File: config.mk
export PLATFORM = sky130hd
export DESIGN_NAME = ssd_scan_driver_flat
export DESIGN_NICKNAME = d
export VERILOG_FILES = /design/src/rtl/ssd_pkg.sv /design/src/rtl/ssd_scan_driver_if.sv /design/src/rtl/ssd_decode.sv /design/src/rtl/ssd_scan_driver.sv /design/src/flat_wrapper.sv
export SDC_FILE = /design/constraint.sdc
export NUM_CORES = 1
export LEC_CHECK = 0
export BUFFER_PORTS_ARGS = -buffer_cell sky130_fd_sc_hd__clkbuf_2
export CORE_ASPECT_RATIO = 0.5
export CORE_MARGIN = 3
export CORE_UTILIZATION = 38
export DETAILED_ROUTE_END_ITERATION = 10
export SLEW_MARGIN = 20
export SYNTH_ARGS = -nofsm -noshare
export SYNTH_HDL_FRONTEND = slang
export SYNTH_SLANG_ARGS = --single-unit
File: constraint.sdc
create_clock -name clock -period 2 [get_ports clock]
set_input_delay 0.5 -clock clock [delete_from_list [all_inputs] [get_ports clock]]
set_output_delay 0.5 -clock clock [all_outputs]
set_load 0.02 [all_outputs]
File: src/rtl/ssd_pkg.sv
// -----------------------------------------------------------------------------
// ssd_pkg -- shared constants for the seven-segment scan driver.
//   slot_e      : digit slot index (slot 0 = least-significant nibble)
//   SEG_TABLE   : 16-entry hex -> active-low segment table, bit0=a ... bit6=g
//   SEG_BLANK   : all segments off
//   AN_SLOTn    : active-low one-hot anode pattern for each slot, AN_OFF = dark
//   slot_anode(): slot -> anode pattern lookup
// -----------------------------------------------------------------------------
package ssd_pkg;

    typedef enum logic [1:0] {
        SLOT0 = 2'd0,
        SLOT1 = 2'd1,
        SLOT2 = 2'd2,
        SLOT3 = 2'd3
    } slot_e;

    localparam logic [6:0] SEG_BLANK = 7'b1111111;

    localparam logic [3:0] AN_OFF   = 4'b1111;
    localparam logic [3:0] AN_SLOT0 = 4'b0111;
    localparam logic [3:0] AN_SLOT1 = 4'b1011;
    localparam logic [3:0] AN_SLOT2 = 4'b1101;
    localparam logic [3:0] AN_SLOT3 = 4'b1110;

    // Entry [n] holds the pattern for hex digit n; listed F down to 0.
    localparam logic [15:0][6:0] SEG_TABLE = {
        7'b0001110,  // F
        7'b0000110,  // E
        7'b0100001,  // d
        7'b1000110,  // C
        7'b0000011,  // b
        7'b0001000,  // A
        7'b0010000,  // 9
        7'b0000000,  // 8
        7'b1111000,  // 7
        7'b0000010,  // 6
        7'b0010010,  // 5
        7'b0011001,  // 4
        7'b0110000,  // 3
        7'b0100100,  // 2
        7'b1111001,  // 1
        7'b1000000   // 0
    };

    function automatic logic [3:0] slot_anode(input slot_e slot);
        logic [3:0] anode;
        case (slot)
            SLOT0:   anode = AN_SLOT0;
            SLOT1:   anode = AN_SLOT1;
            SLOT2:   anode = AN_SLOT2;
            SLOT3:   anode = AN_SLOT3;
            default: anode = AN_OFF;
        endcase
        return anode;
    endfunction

endpackage

File: src/rtl/ssd_scan_driver_if.sv
// -----------------------------------------------------------------------------
// ssd_scan_driver_if -- data/display bundle of the scan driver.
//   value      : 16-bit hex word to display
//   load       : single-cycle strobe capturing value
//   an         : active-low digit anodes (at most one low)
//   cathodes   : active-low segments, bit0=a ... bit6=g
//   frame_done : one-cycle pulse at each frame boundary
// master = word source / display consumer, slave = the driver itself.
// -----------------------------------------------------------------------------
interface ssd_scan_driver_if;
    logic [15:0] value;
    logic        load;
    logic [3:0]  an;
    logic [6:0]  cathodes;
    logic        frame_done;

    modport master (
        output value,
        output load,
        input  an,
        input  cathodes,
        input  frame_done
    );

    modport slave (
        input  value,
        input  load,
        output an,
        output cathodes,
        output frame_done
    );
endinterface

File: src/rtl/ssd_decode.sv
// -----------------------------------------------------------------------------
// ssd_decode -- combinational hex nibble to active-low seven-segment decoder.
//   nibble   : 4-bit hex digit
//   segments : active-low segments, bit0=a ... bit6=g
// -----------------------------------------------------------------------------
module ssd_decode
    import ssd_pkg::*;
(
    input  logic [3:0] nibble,
    output logic [6:0] segments
);

    assign segments = SEG_TABLE[nibble];

endmodule

File: src/rtl/ssd_scan_driver.sv
// -----------------------------------------------------------------------------
// ssd_scan_driver -- time-multiplexed 4-digit seven-segment scan driver.
//   clock : sole clock, rising edge
//   reset : asynchronous, active-low reset
//   bus   : ssd_scan_driver_if.slave (value, load, an, cathodes, frame_done)
// Parameters:
//   TICK_DIV  : clock cycles per digit slot (>= 4)
//   BLANK_CYC : all-off cycles at the start of each slot (1..TICK_DIV-2)
// Optional feature macro: SSD_LEADING_ZERO_BLANK_EN -- when defined, slots
// above the most-significant nonzero nibble stay dark; slot 0 is always lit.
// A new word is held in a pending register and only reaches the displayed
// register at the slot 3 -> slot 0 wrap, so a frame never shows a mix of words.
// -----------------------------------------------------------------------------
module ssd_scan_driver
    import ssd_pkg::*;
#(
    parameter int TICK_DIV  = 50000,
    parameter int BLANK_CYC = 2
) (
    input  logic               clock,
    input  logic               reset,
    ssd_scan_driver_if.slave   bus
);

    localparam int TICK_W = (TICK_DIV > 1) ? $clog2(TICK_DIV) : 1;

    logic [TICK_W-1:0] tick_r;
    logic [TICK_W-1:0] tick_next_s;
    slot_e             slot_r;
    slot_e             slot_next_s;
    logic              tick_wrap_s;
    logic              frame_wrap_s;
    logic              blank_s;
    logic              lit_s;
    logic [3:0]        nibble_s;
    logic [6:0]        seg_s;
    logic [15:0]       pending_r;
    logic [15:0]       display_r;
    logic [3:0]        an_r;
    logic [6:0]        cathodes_r;
    logic              frame_done_r;

    // Tick counter and slot index state registers.
    always_ff @(posedge clock or negedge reset) begin
        if (!reset) begin
            tick_r <= {TICK_W{1'b0}};
            slot_r <= SLOT0;
        end else begin
            tick_r <= tick_next_s;
            slot_r <= slot_next_s;
        end
    end

    // Next tick / next slot; the slot only advances on a tick wrap.
    always_comb begin
        tick_wrap_s  = (tick_r == TICK_W'(TICK_DIV - 1));
        tick_next_s  = tick_r + TICK_W'(1);
        slot_next_s  = slot_r;
        frame_wrap_s = 1'b0;
        if (tick_wrap_s) begin
            tick_next_s = {TICK_W{1'b0}};
            case (slot_r)
                SLOT0:   slot_next_s = SLOT1;
                SLOT1:   slot_next_s = SLOT2;
                SLOT2:   slot_next_s = SLOT3;
                SLOT3: begin
                    slot_next_s  = SLOT0;
                    frame_wrap_s = 1'b1;
                end
                default: slot_next_s = SLOT0;
            endcase
        end else begin
            slot_next_s = slot_r;
        end
    end

    // Nibble of the displayed word belonging to the current slot.
    always_comb begin
        nibble_s = 4'h0;
        case (slot_r)
            SLOT0:   nibble_s = display_r[3:0];
            SLOT1:   nibble_s = display_r[7:4];
            SLOT2:   nibble_s = display_r[11:8];
            SLOT3:   nibble_s = display_r[15:12];
            default: nibble_s = 4'h0;
        endcase
    end

    // Anti-ghosting blank window and optional leading-zero suppression.
    always_comb begin
        blank_s = (tick_r < TICK_W'(BLANK_CYC));
        lit_s   = 1'b1;
`ifdef SSD_LEADING_ZERO_BLANK_EN
        case (slot_r)
            SLOT0:   lit_s = 1'b1;
            SLOT1:   lit_s = |display_r[15:4];
            SLOT2:   lit_s = |display_r[15:8];
            SLOT3:   lit_s = |display_r[15:12];
            default: lit_s = 1'b1;
        endcase
`else
        lit_s   = 1'b1;
`endif
    end

    ssd_decode u_decode (
        .nibble   (nibble_s),
        .segments (seg_s)
    );

    // Pending/display word registers; a load on the wrap cycle bypasses pending.
    always_ff @(posedge clock or negedge reset) begin
        if (!reset) begin
            pending_r <= 16'h0000;
            display_r <= 16'h0000;
        end else begin
            if (bus.load) begin
                pending_r <= bus.value;
            end else begin
                pending_r <= pending_r;
            end
            if (frame_wrap_s) begin
                display_r <= bus.load ? bus.value : pending_r;
            end else begin
                display_r <= display_r;
            end
        end
    end

    // Registered display outputs, one cycle behind the selecting counter state.
    always_ff @(posedge clock or negedge reset) begin
        if (!reset) begin
            an_r         <= AN_OFF;
            cathodes_r   <= SEG_BLANK;
            frame_done_r <= 1'b0;
        end else begin
            if (blank_s || !lit_s) begin
                an_r       <= AN_OFF;
                cathodes_r <= SEG_BLANK;
            end else begin
                an_r       <= slot_anode(slot_r);
                cathodes_r <= seg_s;
            end
            frame_done_r <= frame_wrap_s;
        end
    end

    assign bus.an         = an_r;
    assign bus.cathodes   = cathodes_r;
    assign bus.frame_done = frame_done_r;

endmodule

File: src/flat_wrapper.sv
// flat-port wrapper written by rule: the top's interface ports become plain ports
module ssd_scan_driver_flat import ssd_pkg::*;
#(
    parameter int TICK_DIV  = 50000,
    parameter int BLANK_CYC = 2
)
  (clock, reset, bus_value, bus_load, bus_an, bus_cathodes, bus_frame_done);
  ssd_scan_driver_if bus_i ();
  input  logic clock;
  input  logic reset;
  input wire logic [$bits(bus_i.value)-1:0] bus_value;
  input wire logic [$bits(bus_i.load)-1:0] bus_load;
  output wire logic [$bits(bus_i.an)-1:0] bus_an;
  output wire logic [$bits(bus_i.cathodes)-1:0] bus_cathodes;
  output wire logic [$bits(bus_i.frame_done)-1:0] bus_frame_done;
  assign bus_i.value = bus_value;
  assign bus_i.load = bus_load;
  assign bus_an = bus_i.an;
  assign bus_cathodes = bus_i.cathodes;
  assign bus_frame_done = bus_i.frame_done;
  ssd_scan_driver #(.TICK_DIV(TICK_DIV), .BLANK_CYC(BLANK_CYC)) u_core (.clock(clock), .reset(reset), .bus(bus_i));
endmodule
### After elaboration in Yosys (flattened, before gate mapping)

Memories as Yosys holds them, arrays and structs flattened.
Index checks and enable logic that the tools add are counted.

* flip-flop bits (word level): 62
* bits in latches: 0
* bits in writable memories: 0
* ROM bits: 112
* input bits: 19
* output and inout port bits: 12
* word-level logic and storage cells: 26
* memories kept: 1

* add/subtract/negate cells: 1
* multiply operators: 0
* divide/modulo/power cells: 0
* $lt $le $gt $ge: 2
* equality and inequality tests: 4
* shifts and indexed selects: 0
* multiplexer cells: 10
* bitwise gates (word level): 0
* reduce and logical (&&, ||, !) cells: 1

Memories
* (name not given): depth 16, bits a word 7, read ports 1, clocked after Yosys merged registers in 0, write ports 0, RTL line ssd_decode.sv:13 `assign segments = SEG_TABLE[nibble];`

Operators by type and width (number)
* $mux W16: 2
* $pmux W4 S4: 2
* $add A16 B1 Y16 const B: 1
* $eq A16 B16 Y1 const B: 1
* $lt A16 B2 Y1 const B: 1
* $mux W7: 2
* $pmux W2 S4: 1
* $lt A4 B5 Y1 const B: 1
* $eq A2 B2 Y1 const B: 2
* $mux W4: 1
* $eq A2 B1 Y1 const B: 1
* $logic_not A2 Y1: 1
* $mux W1: 2

### Logic depth before layout (Yosys ltp)

Gate-level depths: netlist of run 1.

* depth in word-level cells: 5
* mapped depth: 10
* gate-level depth less buffers: 10

### By module

Synthesis of run 1 repeated with hierarchy kept, for this count alone.

* cell total of the unflattened synthesis: 226
* area total of the unflattened synthesis: 2890.3 µm²

Modules (own cells, without submodules)
* ssd_scan_driver: times used 1, cells each 194, area each 2615.0 µm², sequential area each 1565.3 µm²
* ssd_decode: times used 1, cells each 32, area each 275.3 µm², sequential area each 0.0 µm²

### Worst setup path before layout of run 1

Ideal clock, no wire load.

* path type: reg-to-reg
* start: register u_core.slot_r[0]
* end: register u_core.cathodes_r[3] (netlist: u_core.bus.cathodes[3])
* library setup time: 0.097 ns
* arrival: 2.065 ns
* data required time: 1.903 ns
* slack: -0.162 ns
* stages on the path, launching flop included: 10
* path buffers: 1
* period minus slack after synthesis: 2.162 ns
* path through: dfrtp_1 inv_1 ha_1 clkbuf_1 mux2i_1 inv_1 ha_1 nor2_1 a211oi_1 o21ai_0

* cells in the longest elaborated chain, start to end: 5
* elaborated cells on any way between the ends: 8
* those cells by class: eq/ne: 3; mux: 3; reduce/logical: 1; memory: 1

RTL lines
* from (decl): RTL line ssd_scan_driver.sv:29 `slot_e slot_r;`
* from (signal assigned): RTL line ssd_scan_driver.sv:50 `slot_r <= slot_next_s;`
* $eq A2 B2 Y1 (tied with other cells): RTL line ssd_scan_driver.sv:80 `case (slot_r)`
* $pmux W4 S4 (*): RTL line ssd_scan_driver.sv:80
* $mem_v2 Z16 W7 (*)
* $mux W7 (not written as such) (*): RTL line ssd_decode.sv:13
* $mux W7 (*): RTL line ssd_scan_driver.sv:137 `if (blank_s || !lit_s) begin`
* to (signal assigned): RTL line ssd_scan_driver.sv:142 `cathodes_r <= seg_s;`
* to (decl): RTL line ssd_scan_driver.sv:40 `logic [6:0] cathodes_r;`

Mark *: on every way between the ends. The rest lies on a longest branch, timed or not. The select of a mux whose other input is x is not followed.
A chain may end at the register's enable or synchronous reset.

### Worst setup path after layout of run 1

* start: register u_core.slot_r[0]
* end: register u_core.cathodes_r[4] (netlist: u_core.bus.cathodes[4])

Same word-level chain as after synthesis.

==> results of run 1 <==
per-stage QoR:
stage	hold slack, ns	TNS (ns)	cells	setup slack (ns)
2_1_floorplan	0.204	0	221	0.0179
5_1_grt	0.187	-0.728	375	-0.127
4_1_cts	0.189	-0.0226	374	-0.0153
3_3_place_gp	0.445	-0.00440	355	-0.00440
3_5_place_dp	0.464	-0.311	355	-0.132
6_report	0.167	-0.115	375	-0.0409
kinds of logic after synthesis:
group / Yosys count
flops: 62
fa+ha+maj: 11
mux: 39
xor+xnor: 14
compound gates: 19
simple gates: 57
buf+inv: 19
cell type report:
class                           instances  share of cell area (%)
Clock buffer                           12                    6.85
Inverter                               12                    1.27
Tap cell                               92                    3.07
Multi-Input combinational cell        140                    36.0
Timing Repair Buffer                   53                    9.79
Clock inverter                          4                    1.20
Sequential cell                        62                    41.9
flip-flops by register name, indices dropped and copies added, names as in the netlist:
name / count
u_core.display_r: 16
u_core.bus.an: 4
u_core.bus.frame_done: 1
u_core.tick_r: 16
u_core.slot_r: 2
u_core.bus.cathodes: 7
u_core.pending_r: 16
layer usage:
metal	up-vias	wire, um
li1	895	-
met1	925	2480
met2	41	2660
met3	12	319
met4	0	109
met5	-	0
path summary, 6_finish.rpt:
| check | endpoint | cells after the start | slack, ns |
|---|---|---|---|
| setup / recovery | u_core.bus.cathodes[4] | 7 | -0.04 |
| hold / removal | u_core.display_r[10] | 2 | 0.17 |
| setup reg to reg | u_core.bus.cathodes[4] | 7 | -0.04 |
| hold reg to reg | u_core.tick_r[0] | 1 | 0.47 |
| max in group asynchronous | u_core.slot_r[1] | 2 | 1.54 |
| min in group clock | u_core.pending_r[4] | 2 | 0.42 |
cell usage in the layout (no fill, tap or decap), drive strengths merged:
master and count:
dfstp 11, or4 1, o22ai 1, and3 8, nand2b 2, mux2 34, nand2 10, ha 11
o221ai 5, nand3 8, clkinv 3, inv 12, a211oi 2, nor3 4, nor2 16, buf 23
nand4 2, xnor2 6, nor4 3, and4 1, bufinv 1, xor2 8, nor2b 2, a222oi 4
a21oi 5, clkbuf 42, mux2i 5, dfrtp 51, o21ai 2
report_power, final:
group          leakage, uW  switching, uW  internal [uW]
clock             0.000152            513           1020
combinational     0.000831            126            121
sequential        0.000756           21.6           1330
total              0.00174            661           2470
what timing repair did:
item / 4_1_cts / 5_1_grt
hold buffers: 0 / 0
endpoints found under the setup margin: 7 / 7
resized for setup: 24 / 21
setup buffers: 3 / 1
pin swaps: 11 / 10
==> summary.md, run 1 <==
| Metric | Value |
|---|---|
| Worst Setup SP | `u_core.slot_r[0]` |
| Synth Cell Area | `2830 um^2` |
| Ys Warns | `0` |
| Final HPWL DP | `3810 um` |
| Top cell type's share of synthesized area | `45.1%` |
| EDFF count, synth | `0` |
| Area Growth Syn to Fin | `32.3%` |
| Tmin final | `2.04 ns` |
| CP max stage cell | `dfrtp_2` |
| Final instance area | `3740 um^2` |
| Via count | `1873` |
| GP Congestion | `0.942` |
| Synth cell types | `32` |
| Total gr overflow | `0` |
| Req. time, crit path | `2.24 ns` |
| Number of H-tree levels | `3` |
| Synth Flop Type | `dfrtp_1` |
| Root buf cell | `clkbuf_16` |
| Area of placed instances | `3240 um^2` |
| Number of remaining DRC errors | `0` |
| Mux share of post-synthesis cell area | `16.6%` |
| Gr busiest metal | `met2` |
| Initial antenna violation count | `0` |
| Synth Instances | `221` |
| Fmax | `490 MHz` |
| Main combinational cell family by area after synthesis | `multiplexers` |
| Worst Max-Slew Pin Slew | `0.490 ns` |
| Register area share after synthesis | `55.3%` |
| Maximum buffer depth of the clock tree | `2` |
| Synth Area in Compound Gates | `4.95%` |
| Fraction of registers with async set/reset | `100%` |
| Gr usage total | `14.7%` |
| CP endpoint kind | `register` |
| Top cells by area, synth | `dfrtp_1, dfstp_2, mux2_2` |
| CP Class | `register to register` |
| Clock latency on the worst-skew pair | `0.33 ns` |
| DR pass1 iterations | `5` |
| Antenna cell count | `0` |
| Max-capacitance violation count | `0` |
| Final setup vio count | `6` |
| Row count | `21` |
| Count leader, synth | `dfrtp_1` |
| GR Util met1 | `17.1%` |
| VDD IR max | `0.373 mV` |
| Post-Synth Simple-Gate Area | `11.1%` |
| Routed wire length | `5570 um` |
| Boundary Pins | `31` |
| Total power | `3130 uW` |
| Area of the die | `8590 um^2` |
| Core area | `6940 um^2` |
| Final Slew Violations | `0` |
| WP buf/inv | `2` |
| Final worst-path cycle share | `102%` |
| Die extent in y | `67.0 um` |
| WP data arrival | `2.28 ns` |
| Worst r2r src | `u_core.slot_r[0]` |
| First-pass GRT wire length | `9510 um` |
| Via density | `4.99` |
| M2 GR Usage | `23.8%` |
| Crit path largest cell delay | `0.44 ns` |
| Critical path startpoint category | `register` |
| CP top delay family | `compound AO/OA/AOI/OAI gates` |
| Register area | `1570 um^2` |
| Post-route antenna net violation count | `0` |
| Post-route core utilization | `54.0%` |
| Failing checks | `setup timing` |
| XOR/XNOR share of the synthesized area | `4.33%` |
| Worst-path clk slew | `0.05 ns` |
| Synth top cells by count | `dfrtp_1, mux2_2, nor2_1, inv_1` |
| Pwr Density | `836 nW/um^2` |
| Port bufs | `30` |
| Die X | `128 um` |
| CTS tree | `built` |
| Worst setup margin | `-0.0409 ns` |
| Yosys top cell by area | `dfrtp_1` |
| RSZ-0062 raised after global routing | `yes` |
| Clock Skew | `0.00499 ns` |
| Ratio of cells with drive above 1 in the final layout | `51.9%` |
| Adder-cell share of the synthesized area | `4.86%` |
| Count of state elements after synthesis | `62` |
| Nets | `308` |
| Largest net degree at the start of global routing | `63` |
| Clock sink total | `62` |
| Slew HR | `67.4%` |
| HP Class | `primary input to async pin` |
| Leakage power total | `0.00174 uW` |
| Mean Syn Cell Area | `12.8 um^2` |
| Fin. Hold Viols | `0` |
| Starting density of the core | `40.8%` |
| TritonCTS buffer count | `9` |
| Area taken by multi-input logic gates | `1350 um^2` |
| Crit-path max FO | `7` |
| Vias in the first global route | `1954` |
| Routed length per instance | `14.9 um` |
| Filler Cells Inserted | `583` |
| Post-synth net total | `251` |
| Crit path cell chain | `ha_2, buf_4, a222oi_1, mux2i_4, buf_6, mux2i_1, o221ai_1` |
| Status | `finished, violations left` |
| GR Layer Usage met3 | `7.05%` |
| DR iter-0 viols | `84` |
Note: power is estimated with default switching activity, not from simulation.
==> run 2: changes to the inputs <==
--- a/config.mk
+++ b/config.mk
@@ -8,7 +8,7 @@
 export BUFFER_PORTS_ARGS = -buffer_cell sky130_fd_sc_hd__clkbuf_2
 export CORE_ASPECT_RATIO = 0.5
 export CORE_MARGIN = 3
-export CORE_UTILIZATION = 38
+export CORE_UTILIZATION = 33
 export DETAILED_ROUTE_END_ITERATION = 10
 export SLEW_MARGIN = 20
 export SYNTH_ARGS = -nofsm -noshare
==> run 2 against run 1 <==
  * The flow still finishes with violations (setup timing)
  * Via count fell by 1.3%
  * Die area rose by 14%
  * Sequential share of layout area rose by 0.056 points
  * Critical path type unchanged
  * Critical endpoint is now u_core.bus.cathodes[3]
  * Largest cell class unchanged
==> summary.md, run 2 (same netlist as run 1, synthesis figures left out) <==
| Metric | Value |
|---|---|
| Leakage power total | `0.00173 uW (was 0.00174 uW)` |
| DR iter-0 viols | `101 (was 84)` |
| Hold buffer count at CTS | `0 (unchanged)` |
| WP data arrival | `2.30 ns (was 2.28 ns)` |
| Clock sink total | `62 (unchanged)` |
| Pwr Density | `837 nW/um^2 (was 836 nW/um^2)` |
| Filler Cells Inserted | `713 (was 583)` |
| Largest net degree at the start of global routing | `31 (was 63)` |
| VDD IR max | `0.459 mV (was 0.373 mV)` |
| Register area | `1570 um^2 (unchanged)` |
| TritonCTS buffer count | `9 (unchanged)` |
| Final HPWL DP | `3960 um (was 3810 um)` |
| Die extent in y | `71.5 um (was 67.0 um)` |
| Crit path cell chain | `inv_2, ha_4, a222oi_1, mux2i_2, inv_2, ha_1, inv_1, nor2_1, a211oi_2, o21ai_1 (was ha_2, buf_4, a222oi_1, mux2i_4, buf_6, mux2i_1, o221ai_1)` |
| Routed wire length | `5650 um (was 5570 um)` |
| DR pass1 iterations | `4 (was 5)` |
| Tmin final | `2.05 ns (was 2.04 ns)` |
| Post-route antenna net violation count | `0 (unchanged)` |
| Vias in the first global route | `1954 (unchanged)` |
| Worst-path clk slew | `0.05 ns (about the same)` |
| Fmax | `487 MHz (was 490 MHz)` |
| Failing checks | `setup timing (unchanged)` |
| Maximum buffer depth of the clock tree | `2 (unchanged)` |
| Worst Max-Slew Pin Slew | `0.467 ns (was 0.490 ns)` |
| Final worst-path cycle share | `103% (was 102%)` |
| Row count | `23 (was 21)` |
| Total gr overflow | `0 (unchanged)` |
| Ratio of cells with drive above 1 in the final layout | `51.1% (was 51.9%)` |
| Area Growth Syn to Fin | `32.1% (was 32.3%)` |
| Core area | `8170 um^2 (was 6940 um^2)` |
| CP top delay family | `compound AO/OA/AOI/OAI gates (unchanged)` |
| Number of remaining DRC errors | `0 (unchanged)` |
| Gr usage total | `12.6% (was 14.7%)` |
| Total power | `3130 uW (about the same)` |
| Clock latency on the worst-skew pair | `0.33 ns (about the same)` |
| Critical path startpoint category | `register (unchanged)` |
| Starting density of the core | `34.6% (was 40.8%)` |
| Area of the die | `9800 um^2 (was 8590 um^2)` |
| Area taken by multi-input logic gates | `1340 um^2 (was 1350 um^2)` |
| Boundary Pins | `31 (unchanged)` |
| Most common cell after layout, fill and taps aside | `dfrtp_1 (unchanged)` |
| GP Congestion | `0.866 (was 0.942)` |
| Fin Setup TNS | `-0.0825 ns (was -0.115 ns)` |
| First-pass GRT wire length | `9570 um (was 9510 um)` |
| Antenna cell count | `0 (unchanged)` |
| Status | `finished, violations left (unchanged)` |
| Root buf cell | `clkbuf_16 (unchanged)` |
| Worst setup margin | `-0.0522 ns (was -0.0409 ns)` |
| HP Class | `primary input to async pin (unchanged)` |
| CP endpoint kind | `register (unchanged)` |
| Via count | `1848 (was 1873)` |
| Clock Skew | `0.00663 ns (was 0.00499 ns)` |
| Slew HR | `68.9% (was 67.4%)` |
| CP Class | `register to register (unchanged)` |
| Critical Path Most Common Cell | `inv_2` |
| Port bufs | `30 (unchanged)` |
| Req. time, crit path | `2.25 ns (was 2.24 ns)` |
| Nets | `307 (was 308)` |
| Initial antenna violation count | `0 (unchanged)` |
| Number of H-tree levels | `3 (unchanged)` |
| Commonest cells after routing, fill and taps aside | `dfrtp_1, clkbuf_2, mux2_2, buf_4, nor2_1 (unchanged)` |
| RSZ-0062 raised after global routing | `yes (unchanged)` |
| Via density | `4.69 (was 4.99)` |
| WP buf/inv | `3 (was 2)` |
| Die X | `137 um (was 128 um)` |
| Routed length per instance | `14.3 um (was 14.9 um)` |
| Fin. Hold Viols | `0 (unchanged)` |
| Largest regs | `u_core.display_r x16, u_core.pending_r x16, u_core.tick_r x16 (unchanged)` |
| Crit-path max FO | `4 (was 7)` |
| Crit path largest cell delay | `0.46 ns (was 0.44 ns)` |
| Final Slew Violations | `0 (unchanged)` |
| CP max stage cell | `a222oi_1 (was dfrtp_2)` |
| Final setup vio count | `3 (was 6)` |
| Max-capacitance violation count | `0 (unchanged)` |
| CTS tree | `built (unchanged)` |
-- run 2: path summary, 6_finish.rpt --
path | startpoint | end | slack, ns | cells after the start
worst min-delay path | reset | u_core.display_r[6] | 0.12 | 1
worst max register to register | u_core.slot_r[0] | u_core.bus.cathodes[3] | -0.05 | 10
worst max-delay path | u_core.slot_r[0] | u_core.bus.cathodes[3] | -0.05 | 10
max in group asynchronous | reset | u_core.bus.cathodes[6] | 1.23 | 2
min in group clock | bus_value[15] | u_core.pending_r[15] | 0.43 | 2
worst min register to register | u_core.tick_r[0] | u_core.tick_r[0] | 0.48 | 1
-- run 2: timing repair --
item                       in CTS  in global routing
gates cloned                    0                  0
resized for setup              21                 17
buffers inserted                1                  1
setup endpoints to repair       7                  8
pin swaps                       8                  7
-- run 2: stage by stage --
| step | hold WS (ns) | instances | setup WS, ns | instance area (um^2) | utilization (%) |
|---|---|---|---|---|---|
| 2_1_floorplan | 0.204 | 221 | 0.0179 | 2840 | - |
| 3_5_place_dp | 0.461 | 377 | -0.129 | 3280 | 40.1 |
| 5_1_grt | 0.140 | 394 | -0.183 | 3740 | 45.8 |
| 6_report | 0.118 | 394 | -0.0522 | 3740 | 45.8 |
| 4_1_cts | 0.117 | 394 | -0.0118 | 3670 | 44.9 |
| 3_3_place_gp | 0.442 | 377 | 0.0182 | 3280 | 40.1 |
-- run 2: metal layers --
metal	global-route usage (%)	wire [um]
met1	15.1	2490
met2	21.2	2820
met3	4.21	259
met4	5.09	82
met5	0	0
-- run 2: layout make-up --
cell class              instances  area share (%)
multi-input cells             140            35.9
repair buffers                 52            9.20
inverters                      12            1.20
clock buffers                  12            6.86
well taps                     112            3.75
flip-flops and latches         62            41.9
clock inverters                 4            1.20
-- run 2: power breakdown --
group          internal, uW  switching (uW)
combinational           118             126
clock                  1020             515
sequential             1330            21.9
==> run 3: changes to the inputs <==
--- a/config.mk
+++ b/config.mk
@@ -5,6 +5,7 @@
 export SDC_FILE = /design/constraint.sdc
 export NUM_CORES = 1
 export LEC_CHECK = 0
+export ABC_AREA = 1
 export BUFFER_PORTS_ARGS = -buffer_cell sky130_fd_sc_hd__clkbuf_2
 export CORE_ASPECT_RATIO = 0.5
 export CORE_MARGIN = 3
==> run 3 against run 2 <==
  * Final cell count rose by 37%
  * Count of clock-buffer cells in the layout grew 2
  * Largest cell class unchanged
  * The run now ends clean
  * Critical path type unchanged
  * Total power shrank 12%
  * Register-to-register slack improved by 0.21 ns
  * Highest routed layer unchanged
==> summary.md, run 3 <==
| Metric | Value |
|---|---|
| Worst setup margin | `0.157 ns (was -0.0522 ns)` |
| RSZ-0062 raised after global routing | `no (was yes)` |
| Clk pwr share | `49.9% (was 49.1%)` |
| Register area share after synthesis | `51.3% (was 55.3%)` |
| Total gr overflow | `0 (unchanged)` |
| Crit-path max FO | `6 (was 4)` |
| Final setup vio count | `0 (was 3)` |
| Hold buffer count at CTS | `0 (unchanged)` |
| Port bufs | `30 (unchanged)` |
| Number of H-tree levels | `3 (unchanged)` |
| Synth top cells by count | `nand2_1, dfrtp_1, inv_1, nor2_1, nand3_1 (was dfrtp_1, mux2_2, nor2_1, inv_1)` |
| Worst-path clk slew | `0.05 ns (about the same)` |
| Comb power frac | `3.2% (was 7.8%)` |
| Final HPWL DP | `4350 um (was 3960 um)` |
| Post-CTS Setup Repair Bufs | `0 (was 1)` |
| Number of remaining DRC errors | `0 (unchanged)` |
| Max-capacitance violation count | `0 (unchanged)` |
| Register area | `1570 um^2 (about the same)` |
| Fraction of registers with async set/reset | `100% (unchanged)` |
| Final worst-path cycle share | `92.1% (was 103%)` |
| Area of the die | `10500 um^2 (was 9800 um^2)` |
| CTS tree | `built (unchanged)` |
| Largest net degree at the start of global routing | `63 (was 31)` |
| Starting density of the core | `34.5% (was 34.6%)` |
| Largest regs | `u_core.display_r x16, u_core.pending_r x16, u_core.tick_r x16 (unchanged)` |
| Pre-CTS setup slack | `0.0776 ns (was -0.129 ns)` |
| DR iter-0 viols | `130 (was 101)` |
| Crit path cell chain | `inv_2, ha_2, inv_2, or2_2, o21ai_4, ha_1, inv_1, nand3_1, nand3_1, nand2_1, nand2_1 (was inv_2, ha_4, a222oi_1, mux2i_2, inv_2, ha_1, inv_1, nor2_1, a211oi_2, o21ai_1)` |
| Post-route antenna net violation count | `0 (unchanged)` |
| Post-synth net total | `407 (was 251)` |
| CP endpoint kind | `register (unchanged)` |
| Nets | `448 (was 307)` |
| Top cells by area, synth | `dfrtp_1, nand2_1, dfstp_2 (was dfrtp_1, dfstp_2, mux2_2)` |
| Mean Syn Cell Area | `8.10 um^2 (was 12.8 um^2)` |
| Clock sink total | `62 (unchanged)` |
| Routed length per instance | `11.5 um (was 14.3 um)` |
| Clock Skew | `0.00697 ns (was 0.00663 ns)` |
| Core area | `8860 um^2 (was 8170 um^2)` |
| Count of state elements after synthesis | `62 (unchanged)` |
| Row count | `24 (was 23)` |
| Tmin final | `1.84 ns (was 2.05 ns)` |
| Status | `finished, final reports clean (was finished, violations left)` |
| Root buf cell | `clkbuf_16 (unchanged)` |
| Most common cell after layout, fill and taps aside | `nand2_1 (was dfrtp_1)` |
| Synth Flop Type | `dfrtp_1 (unchanged)` |
| Ratio of cells with drive above 1 in the final layout | `20.8% (was 51.1%)` |
| EDFF count, synth | `0 (unchanged)` |
| Pint | `2180 uW (was 2470 uW)` |
| CP top delay family | `simple AND/OR/NAND/NOR gates (was compound AO/OA/AOI/OAI gates)` |
| WP data arrival | `2.10 ns (was 2.30 ns)` |
| Fin. Hold Viols | `0 (unchanged)` |
| Switching power total | `572 uW (was 663 uW)` |
| VDD IR max | `0.405 mV (was 0.459 mV)` |
| Die X | `142 um (was 137 um)` |
| Count leader, synth | `nand2_1 (was dfrtp_1)` |
| Slew HR | `64.6% (was 68.9%)` |
| Leakage power total | `0.00181 uW (was 0.00173 uW)` |
| Pwr Density | `753 nW/um^2 (was 837 nW/um^2)` |
| Cts repair resizes | `0 (was 21)` |
| Area Growth Syn to Fin | `19.9% (was 32.1%)` |
| CP max stage cell | `dfrtp_1 (was a222oi_1)` |
| Clock latency on the worst-skew pair | `0.33 ns (about the same)` |
| Critical path startpoint category | `register (unchanged)` |
| Gr usage total | `13.4% (was 12.6%)` |
| Final Slew Violations | `0 (unchanged)` |
| Synth Cell Area | `3050 um^2 (was 2830 um^2)` |
| Flop pwr share | `47.0% (was 43.1%)` |
| Synth cell types | `28 (was 32)` |
| Initial antenna violation count | `0 (unchanged)` |
| Die extent in y | `74.0 um (was 71.5 um)` |
| DR pass1 iterations | `5 (was 4)` |
| First-pass GRT wire length | `10900 um (was 9570 um)` |
| Routed wire length | `6220 um (was 5650 um)` |
| Switching share of total power | `20.8% (was 21.2%)` |
| Fin Setup TNS | `0 ns (was -0.0825 ns)` |
| Crit path largest cell delay | `0.41 ns (was 0.46 ns)` |
| Fmax | `543 MHz (was 487 MHz)` |
| HP Class | `primary input to async pin (unchanged)` |
| Antenna cell count | `0 (unchanged)` |
| Vias in the first global route | `2364 (was 1954)` |
| Area taken by multi-input logic gates | `1300 um^2 (was 1340 um^2)` |
| Via density | `4.36 (was 4.69)` |
| GP Congestion | `0.881 (was 0.866)` |
| TritonCTS buffer count | `9 (unchanged)` |
| Maximum buffer depth of the clock tree | `2 (unchanged)` |
| Filler Cells Inserted | `892 (was 713)` |
| Worst Max-Slew Pin Slew | `0.530 ns (was 0.467 ns)` |
| Synth Instances | `377 (was 221)` |
| Commonest cells after routing, fill and taps aside | `nand2_1, dfrtp_1, inv_1, nor2_1, clkbuf_2 (was dfrtp_1, clkbuf_2, mux2_2, buf_4, nor2_1)` |
| CP Class | `register to register (unchanged)` |
| WP buf/inv | `3 (unchanged)` |
| Top cell type's share of synthesized area | `41.8% (was 45.1%)` |
| Req. time, crit path | `2.26 ns (was 2.25 ns)` |
| Boundary Pins | `31 (unchanged)` |
| Ys Warns | `0 (unchanged)` |
| Via count | `2357 (was 1848)` |
| Yosys top cell by area | `dfrtp_1 (unchanged)` |
[run 3: cell count changes after synthesis, moves of 4 or more]
cell      change
and3_1        -8
mux2_4       -10
nand2_1     +122
o21ai_0      +19
nand3_1      +19
nor2_2        +4
nor2_1       +19
nand2_2       +4
mux2i_1       -5
inv_1        +31
xnor2_1       -6
a222oi_1      -4
mux2_2       -24
o221ai_1      -5
[run 3: kinds of logic (layout without fill, tap and decap cells)]
kind of cell / Yosys count / after routing / share of synthesized area, %
and+or+nand+nor: 213 / 213 / 29.6
adders and majority gates: 11 / 11 / 4.51
xor gates and xnor gates: 6 / 6 / 1.72
DFF: 62 / 62 / 51.3
buffers and inverters: 53 / 99 / 7.25
AOI/OAI and AO/OA: 32 / 32 / 5.66
[run 3: area by class of cell]
class,instances,area share (%)
flip-flops and latches,62,42.8
multi-input cells,262,35.5
clock buffers,14,6.94
repair buffers,36,5.68
inverters,47,4.89
well taps,117,4.00
clock inverters,2,0.274
[run 3: power groups by stage]
stage | combinational [uW] | sequential [uW] | clock (uW)
final | 87.3 | 1290 | 1370
after global routing | 105 | 1290 | 1490
after CTS | 91.9 | 1290 | 1420
after detailed placement | 91.8 | 1310 | 0
after global placement | 91.1 | 1310 | 0
after floorplan | 35.9 | 1310 | 0
[run 3: worst register-to-register path, stage by stage, from the launching register on]
cell and delay (ns):
dfrtp_1 0.41, inv_2 0.09, ha_2 0.19, inv_2 0.05, or2_2 0.29, o21ai_4 0.11
ha_1 0.27, inv_1 0.09, nand3_1 0.07, nand3_1 0.10, nand2_1 0.06, nand2_1 0.06
[run 3: per-stage QoR]
step	cells	cell area [um^2]	hold slack [ns]	utilization, %	total power, uW
floorplan	377	3050	0.204	-	1350
global placement	524	3360	0.450	38.0	1400
detailed placement	524	3360	0.457	38.0	1410
CTS	540	3630	0.187	41.0	2810
global route	540	3660	0.199	41.3	2890
finish	540	3660	0.176	41.3	2750
[run 3: final timing paths]
path                             startpoint                      to  cells after the start  slack, ns
hold / removal                        reset       u_core.tick_r[13]                      2       0.18
setup reg to reg           u_core.slot_r[1]  u_core.bus.cathodes[3]                     11       0.16
max in group asynchronous             reset  u_core.bus.cathodes[4]                      2       1.52
hold reg to reg            u_core.tick_r[0]        u_core.tick_r[0]                      1       0.46
min in group clock             bus_value[3]     u_core.pending_r[3]                      3       0.42
setup / recovery           u_core.slot_r[1]  u_core.bus.cathodes[3]                     11       0.16
[run 3: per-layer routing]
layer	vias to the layer above	track usage [%]	share of wire [%]
li1	1243	-	-
met4	0	5.21	1.1
met5	-	0	0
met1	1074	18.4	52
met2	32	19.3	43
met3	8	4.95	3.8
